<file path="src/rtl/uart_pkg.sv">
// rtl/uart_pkg.sv - shared UART frame states, parity codes and oversampling ratio
package uart_pkg;

  typedef enum logic [2:0] {
    ST_IDLE,
    ST_START,
    ST_DATA,
    ST_PARITY,
    ST_STOP
  } uart_state_e;

  localparam int PAR_NONE   = 0;
  localparam int PAR_EVEN   = 1;
  localparam int PAR_ODD    = 2;
  localparam int OVERSAMPLE = 16;

endpackage

</file>
<file path="src/rtl/uart_tx_serializer.sv">
// rtl/uart_tx_serializer.sv - UART transmitter: start bit, DBIT data bits LSB first, optional parity, stop
module uart_tx_serializer
  import uart_pkg::*;
#(
  parameter int DBIT    = 8,
  parameter int SB_TICK = 16,
  parameter int PARITY  = PAR_NONE
) (
  input  logic       clk,
  input  logic       reset,
  input  logic       s_tick,
  input  logic       tx_start,
  input  logic [7:0] din,
  output logic       tx,
  output logic       busy,
  output logic       tx_done_tick
);

  localparam logic [4:0] BIT_LAST  = 5'(OVERSAMPLE - 1);
  localparam logic [4:0] STOP_LAST = 5'(SB_TICK - 1);
  localparam logic [2:0] DATA_LAST = 3'(DBIT - 1);

  uart_state_e     r_state, w_state_n;
  logic [4:0]      r_s_cnt, w_s_cnt_n;
  logic [2:0]      r_n_cnt, w_n_cnt_n;
  logic [DBIT-1:0] r_shreg, w_shreg_n;
  logic            r_par, w_par_n;
  logic            r_tx, w_tx_n;
  logic            r_busy, w_busy_n;
  logic            r_done, w_done_n;

  always_ff @(posedge clk) begin
    if (!reset) begin
      r_state <= ST_IDLE;
      r_s_cnt <= '0;
      r_n_cnt <= '0;
      r_shreg <= '0;
      r_par   <= 1'b0;
      r_tx    <= 1'b1;
      r_busy  <= 1'b0;
      r_done  <= 1'b0;
    end else begin
      r_state <= w_state_n;
      r_s_cnt <= w_s_cnt_n;
      r_n_cnt <= w_n_cnt_n;
      r_shreg <= w_shreg_n;
      r_par   <= w_par_n;
      r_tx    <= w_tx_n;
      r_busy  <= w_busy_n;
      r_done  <= w_done_n;
    end
  end

  always_comb begin
    w_state_n = r_state;
    w_s_cnt_n = r_s_cnt;
    w_n_cnt_n = r_n_cnt;
    w_shreg_n = r_shreg;
    w_par_n   = r_par;
    w_done_n  = 1'b0;

    case (r_state)
      ST_IDLE: begin
        // A tick coinciding with acceptance is deliberately dropped.
        if (tx_start) begin
          w_state_n = ST_START;
          w_s_cnt_n = '0;
          w_par_n   = 1'b0;
          w_shreg_n = din[DBIT-1:0];
        end
      end
      ST_START: begin
        if (s_tick) begin
          if (r_s_cnt == BIT_LAST) begin
            w_s_cnt_n = '0;
            w_n_cnt_n = '0;
            w_state_n = ST_DATA;
          end else begin
            w_s_cnt_n = r_s_cnt + 5'd1;
          end
        end
      end
      ST_DATA: begin
        if (s_tick) begin
          if (r_s_cnt == BIT_LAST) begin
            w_s_cnt_n = '0;
            w_shreg_n = r_shreg >> 1;
            w_par_n   = r_par ^ r_shreg[0];
            if (r_n_cnt == DATA_LAST) begin
              w_state_n = (PARITY != PAR_NONE) ? ST_PARITY : ST_STOP;
            end else begin
              w_n_cnt_n = r_n_cnt + 3'd1;
            end
          end else begin
            w_s_cnt_n = r_s_cnt + 5'd1;
          end
        end
      end
      ST_PARITY: begin
        if (s_tick) begin
          if (r_s_cnt == BIT_LAST) begin
            w_s_cnt_n = '0;
            w_state_n = ST_STOP;
          end else begin
            w_s_cnt_n = r_s_cnt + 5'd1;
          end
        end
      end
      ST_STOP: begin
        if (s_tick) begin
          if (r_s_cnt == STOP_LAST) begin
            w_s_cnt_n = '0;
            w_state_n = ST_IDLE;
            w_done_n  = 1'b1;
          end else begin
            w_s_cnt_n = r_s_cnt + 5'd1;
          end
        end
      end
      default: begin
        w_state_n = ST_IDLE;
      end
    endcase

    // Line level is derived from the upcoming state so tx stays a pure register.
    case (w_state_n)
      ST_START:  w_tx_n = 1'b0;
      ST_DATA:   w_tx_n = w_shreg_n[0];
      ST_PARITY: w_tx_n = (PARITY == PAR_ODD) ? ~w_par_n : w_par_n;
      default:   w_tx_n = 1'b1;
    endcase
    w_busy_n = (w_state_n != ST_IDLE);
  end

  assign tx           = r_tx;
  assign busy         = r_busy;
  assign tx_done_tick = r_done;

endmodule

</file>
<file path="config.mk">
export PLATFORM = sky130hd
export DESIGN_NAME = uart_tx_serializer
export DESIGN_NICKNAME = d
export VERILOG_FILES = /design/src/rtl/uart_pkg.sv /design/src/rtl/uart_tx_serializer.sv
export SDC_FILE = /design/constraint.sdc
export NUM_CORES = 1
export LEC_CHECK = 0
export BUFFER_PORTS_ARGS = -buffer_cell sky130_fd_sc_hd__buf_4
export CAP_MARGIN = 20
export CORE_MARGIN = 8
export CORE_UTILIZATION = 35
export DETAILED_ROUTE_END_ITERATION = 12
export GPL_TIMING_DRIVEN = 0
export RECOVER_POWER = 50
export SLEW_MARGIN = 40
export SYNTH_ARGS = -nofsm -noshare
export SYNTH_HDL_FRONTEND = slang
export SYNTH_SLANG_ARGS = --single-unit
</file>
<file path="constraint.sdc">
create_clock -name clk -period 3.4 [get_ports clk]
set_input_delay 0.34 -clock clk [delete_from_list [all_inputs] [get_ports clk]]
set_output_delay 0.34 -clock clk [all_outputs]
set_load 0.05 [all_outputs]
</file>
# ---- After elaboration in Yosys (flattened, before gate mapping)
# Index checks and enable logic that the tools add are counted.
# Widths: inputs -> output; s select.
dict set report op_classes {
  n_bitwise 1
  div_mod_pow 0
  multipliers 0
  muxes 31
  eq_ne 16
  add_sub_neg 2
  shifts 0
  n_lt_le_gt_ge 0
  n_reduce_logical 10
}
# op n
set op_table {}
lappend op_table {{$mux 3} 15}
lappend op_table {{$mux 8} 3}
lappend op_table {{$pmux 8 s2} 1}
lappend op_table {{$mux 5} 3}
lappend op_table {{$pmux 3 s5} 1}
lappend op_table {{$eq 3x2->1 const B} 4}
lappend op_table {{$ne 2x2->1 const B} 6}
lappend op_table {{$pmux 5 s2} 1}
lappend op_table {{$eq 3x1->1 const B} 2}
lappend op_table {{$eq 3x3->1 const B} 2}
lappend op_table {{$pmux 3 s2} 1}
lappend op_table {{$reduce_and 3->1} 2}
lappend op_table {{$reduce_and 6->1} 1}
lappend op_table {{$reduce_bool 2->1} 3}
lappend op_table {{$add 5x1->5 const B} 1}
lappend op_table {{$eq 5x4->1 const B} 1}
lappend op_table {{$mux 1} 4}
lappend op_table {{$reduce_and 4->1} 1}
lappend op_table {{$reduce_or 4->1} 1}
lappend op_table {{$add 3x1->3 const B} 1}
lappend op_table {{$logic_not 3->1} 1}
lappend op_table {{$pmux 1 s3} 1}
lappend op_table {{$reduce_bool 3->1} 1}
lappend op_table {{$ne 2x1->1 const B} 1}
lappend op_table {{other kinds (2)} 2}
dict set report totals {
  ramBits 0
  memories 0
  latch_bits 0
  reg_bits 23
  romBits 0
}

# ---- Depth between registers and ports, before layout
dict set report depth {
  ltp_word 7
  depth_mapped 7
  ltp_nobuf 7
}

# ---- Least setup slack after synthesis
# No wires, ideal clock.
dict set report synth_path {
  path_kind {reg-to-reg}
  startpoint {reg r_s_cnt[0]}
  endpoint {reg r_tx (netlist: tx)}
  period_less_slack_ps 1733
  required_ps 3269
  arrival_time_ps 1603
  setup_slack_ps 1667
  path_stages_with_launch 8
  cell_sequence {dfxtp_1 -> ha_1 -> and4b_1 -> and3_1 -> buf_4 -> a221o_1 -> o21ai_1 -> o311ai_1}
}
dict set report synth_between {
  elab_chain_len 6
  elab_cells_between_ends 20
  cone_classes {eq/ne: 4; mux: 16}
}
# element line
set synth_lines {}
lappend synth_lines {{from (decl)} uart_tx_serializer.sv:24} ;# logic [4:0] r_s_cnt, w_s_cnt_n;
lappend synth_lines {{from (signal assigned)} uart_tx_serializer.sv:44} ;# r_s_cnt <= w_s_cnt_n;
lappend synth_lines {{$eq 5x4->1 (*)} n/a}
lappend synth_lines {{$mux 3, on equally long branches (2 in series)} n/a}
lappend synth_lines {{$pmux 3 s5} uart_tx_serializer.sv:62} ;# case (r_state)
lappend synth_lines {{$eq 3x2->1 / $eq 3x1->1 (equally long branches)} uart_tx_serializer.sv:126} ;# case (w_state_n)
lappend synth_lines {{$pmux 1 s3 (*)} uart_tx_serializer.sv:126}
lappend synth_lines {{to (signal assigned)} uart_tx_serializer.sv:48} ;# r_tx <= w_tx_n;
lappend synth_lines {{to (decl)} uart_tx_serializer.sv:28} ;# logic r_tx, w_tx_n;
# Mark *: on every way between the ends. The rest lies on a longest branch, timed or not. The select of a mux whose other input is x is not followed.
# A chain may end at the register's enable or synchronous reset.

# ---- Final worst setup path
# Same ends and word-level chain as after synthesis.

==> results by group <==
Global routing
  • Initial antenna violation count: 0
  • Met1 Use GR: 12.9%
  • Largest net degree at the start of global routing: 15
  • Met3 Resource Use GR: under 10%
  • Vias in the first global route: 981
  • Global-route wire length before repair: 4320 µm
  • GRT Total Usage: 10.0%
  • Congestion Overflow GR: 0
  • Met2 Use GR: 15.9%
  • GR peak layer: met2

Synthesis
  • FFs w/ async S/R, synth: 0%
  • Seq/Total Area, Yosys: 41.7%
  • Yosys reg bits: 23
  • Synth Instances: 126
  • Distinct cells, synth: 39
  • Mapped Area: 1100 µm²
  • Post-synth EDFFs: 0
  • Top cell type's share of synthesized area: 41.7%
  • Mapped Avg Cell Area: between 8 and 9 µm²
  • Post-synth top area cell: dfxtp_1
  • Top post-synthesis cells by area: dfxtp_1 42%, a21oi_1 7.7%, nand2_1 5.1%, a22oi_1 4.1%, ha_1 3.4%
  • Main synth FF type: dfxtp_1
  • Syn nets: 141
  • Yosys warns: 0

Worst setup path
  • Data required, critical path: ~3.6 ns
  • CP top delay family: compound AO/OA/AOI/OAI gates
  • Worst Path Arrival: 2.14 ns
  • Worst Setup End Kind: register
  • Critical path class: register to register
  • CP max-delay cell: a31oi_1
  • Worst setup SP type: register
  • Crit-path cells: ha_1 -> and4b_1 -> a31oi_1 -> a221o_1 -> o21ai_1 -> o311ai_1
  • CP Buf/Inv Count: 0
  • CP max FO: 7
  • Max incr delay on CP: 0.56 ns

CTS
  • TritonCTS clock tree: done
  • TritonCTS buffer count: 3
  • Clk slew on worst S/H paths: 0.13 ns
  • Setup bufs post-CTS: 0
  • H-Tree Level Count: 1
  • Worst-case clock buffer depth: 2
  • Resized cells post-CTS: 0
  • Clk_lat worst skew: 0.31 ns
  • CTS Sinks: 23
  • Post-cts hold buffer count: 0
  • CTS Root Cell: clkbuf_4

Die
  • I/O Pins: 15
  • Die Ht: 72.2 µm
  • Die W: approximately 72 µm
  • Die footprint: 5210 µm²
  • Core box area: 3030 µm²
  • Initial Util: 36.4%
  • Row count: 20

Drt
  • First DRT Iteration DRCs: 37
  • Vias per inst: 5.09
  • Total wire length: around 2400 µm
  • Antenna viol nets, final: 0
  • Residual DRC: 0
  • Post-DR wirelength/cell: 12.8 µm
  • DR vias: approximately 960
  • 1st-pass router iterations: 4

Timing
  • Final critical-path setup slack: 1.49 ns
  • RSZ-0062 raised after global routing: false
  • Setup TNS: 0 ns
  • Fmax achieved: ~520 MHz
  • Final count of negative-setup-slack endpoints: 0
  • Final hold violations: 0
  • Final Max Slew Viols: 0
  • Slew @ Worst Pin: 0.668 ns
  • Max-slew headroom: a little under three fifths
  • Clock skew: 0.00928 ns
  • Tcrit/Tclk final: 56.2%
  • Min Tclk post-route: 1.91 ns

Place
  • IO Port Bufs: 14
  • Gpl congestion: 0.823
  • Hpwl dp: 1790 µm
  • Post-Place Setup Slack: ~1.5 ns
  • Placed Area: 1260 µm²

Power
  • Register share of total power: 59.6%
  • Logic pwr share: 13.6%
  • Max VDD drop: about 0.00018 V
  • Switching share of total power: 26.6%
  • Clock Power Share: 26.8%
  • Static Leak: approximately 0.47 nW
  • Internal: 349 µW
  • Pwr/cell area: 374 nW/µm²
  • NetSw: around 130 µW

Finish
  • Final Instance Area: 1270 µm²
  • Antenna cells: 0
  • Final Core Density: 42.1%
  • Fraction of layout cells with a size suffix above 1: 14.6%
  • Layout area overhead: 15.4%
  • Count of nets after finishing: 160
  • Fill count: 325

Worst hold path
  • Hold Crit Class: input port to register

Status
  • Status: finished, final reports clean

Flow run
  • Max-Cap Viols: 0
==> synthesized netlist by cell type (2+ instances only) <==
library cell / n
a22oi_1: 6
a21oi_1: 17
nand2_1: 15
nor2_1: 8
ha_1: 3
o21ai_0: 4
a31oi_1: 2
nor2b_1: 2
buf_2: 3
nor3_1: 2
inv_1: 2
nand3_1: 6
and3_1: 3
and2_1: 3
mux2i_1: 2
dfxtp_1: 23
nand4b_1: 3
==> logic make-up (layout without fill, tap and decap cells) <==
| group | after synthesis | in the layout | synth area share, % |
|---|---|---|---|
| AO/OA/AOI/OAI | 37 | 37 | 21.1 |
| XOR/XNOR | 1 | 1 | 0.794 |
| adder cells (fa/ha/maj) | 3 | 3 | 3.40 |
| buffers and inverters | 9 | 27 | 4.42 |
| flip-flops | 23 | 23 | 41.7 |
| multiplexers | 2 | 2 | 1.81 |
| AND/OR/NAND/NOR | 51 | 51 | 26.8 |
==> power by group through the flow <==
stage,Clock (mW),Combinational (mW),Sequential [mW]
floorplan,0,0.0366,0.296
global route,0.146,0.0711,0.285
detailed placement,0,0.0676,0.290
finish,0.127,0.0649,0.284
global placement,0,0.0664,0.290
CTS,0.137,0.0681,0.284
==> layout make-up <==
type	instances	area (µm²)	share of cell area [%]
tap	44	55.1	4.32
clock inverter	1	7.51	0.589
multi-input combinational	94	587	46.1
clock buffer	3	22.5	1.77
inverter	3	11.3	0.884
sequential	23	460	36.1
timing repair buffer	14	93.8	7.37
buffer	6	36.3	2.85
==> state kept, by name, indices dropped and copies added, names as in the netlist <==
register      cells
busy              1
r_n_cnt           3
r_par             1
r_s_cnt           5
r_shreg           8
r_state           3
tx                1
tx_done_tick      1
==> layout by cell type, fill, tap and decap left out, drive strengths merged, types with 2 or more instances in the layout <==
master,instances
and2,3
clkbuf,8
ha,3
dfxtp,23
a21oi,17
mux2i,2
a22oi,6
nand3,6
nor2b,2
buf,15
nor2,9
nand4b,3
a31oi,2
nor3,2
nand2,15
inv,2
and3,3
o21ai,5
==> layer usage <==
metal	up-vias	wire, µm
met5	-	0
met4	0	27
met3	2	82
met2	17	1120
met1	439	1190
li1	499	-
==> worst paths after layout <==
path / startpoint / end / cells past startpoint / slack [ns]
setup / recovery: r_s_cnt[0] / tx / 6 / 1.49
hold reg to reg: r_n_cnt[2] / r_n_cnt[2] / 2 / 0.47
setup reg to reg: r_s_cnt[0] / tx / 6 / 1.49
hold / removal: reset / tx / 2 / 0.26
==> worst reg2reg max path, cell delays in order, from the launching register on <==
cell	delay, ns
dfxtp_1	0.35
ha_1	0.26
and4b_1	0.23
a31oi_1	0.56
a221o_1	0.27
o21ai_1	0.07
o311ai_1	0.10
==> per-stage QoR <==
stage / total power [mW] / cells / hold WS [ns]
final: 0.476 / 188 / 0.257
after global routing: 0.502 / 188 / 0.244
after CTS: 0.489 / 188 / 0.247
after detailed placement: 0.358 / 184 / 0.440
after global placement: 0.356 / 184 / 0.431
after floorplan: 0.332 / 126 / 0.416
No activity file was read; power rests on OpenSTA's default activity.
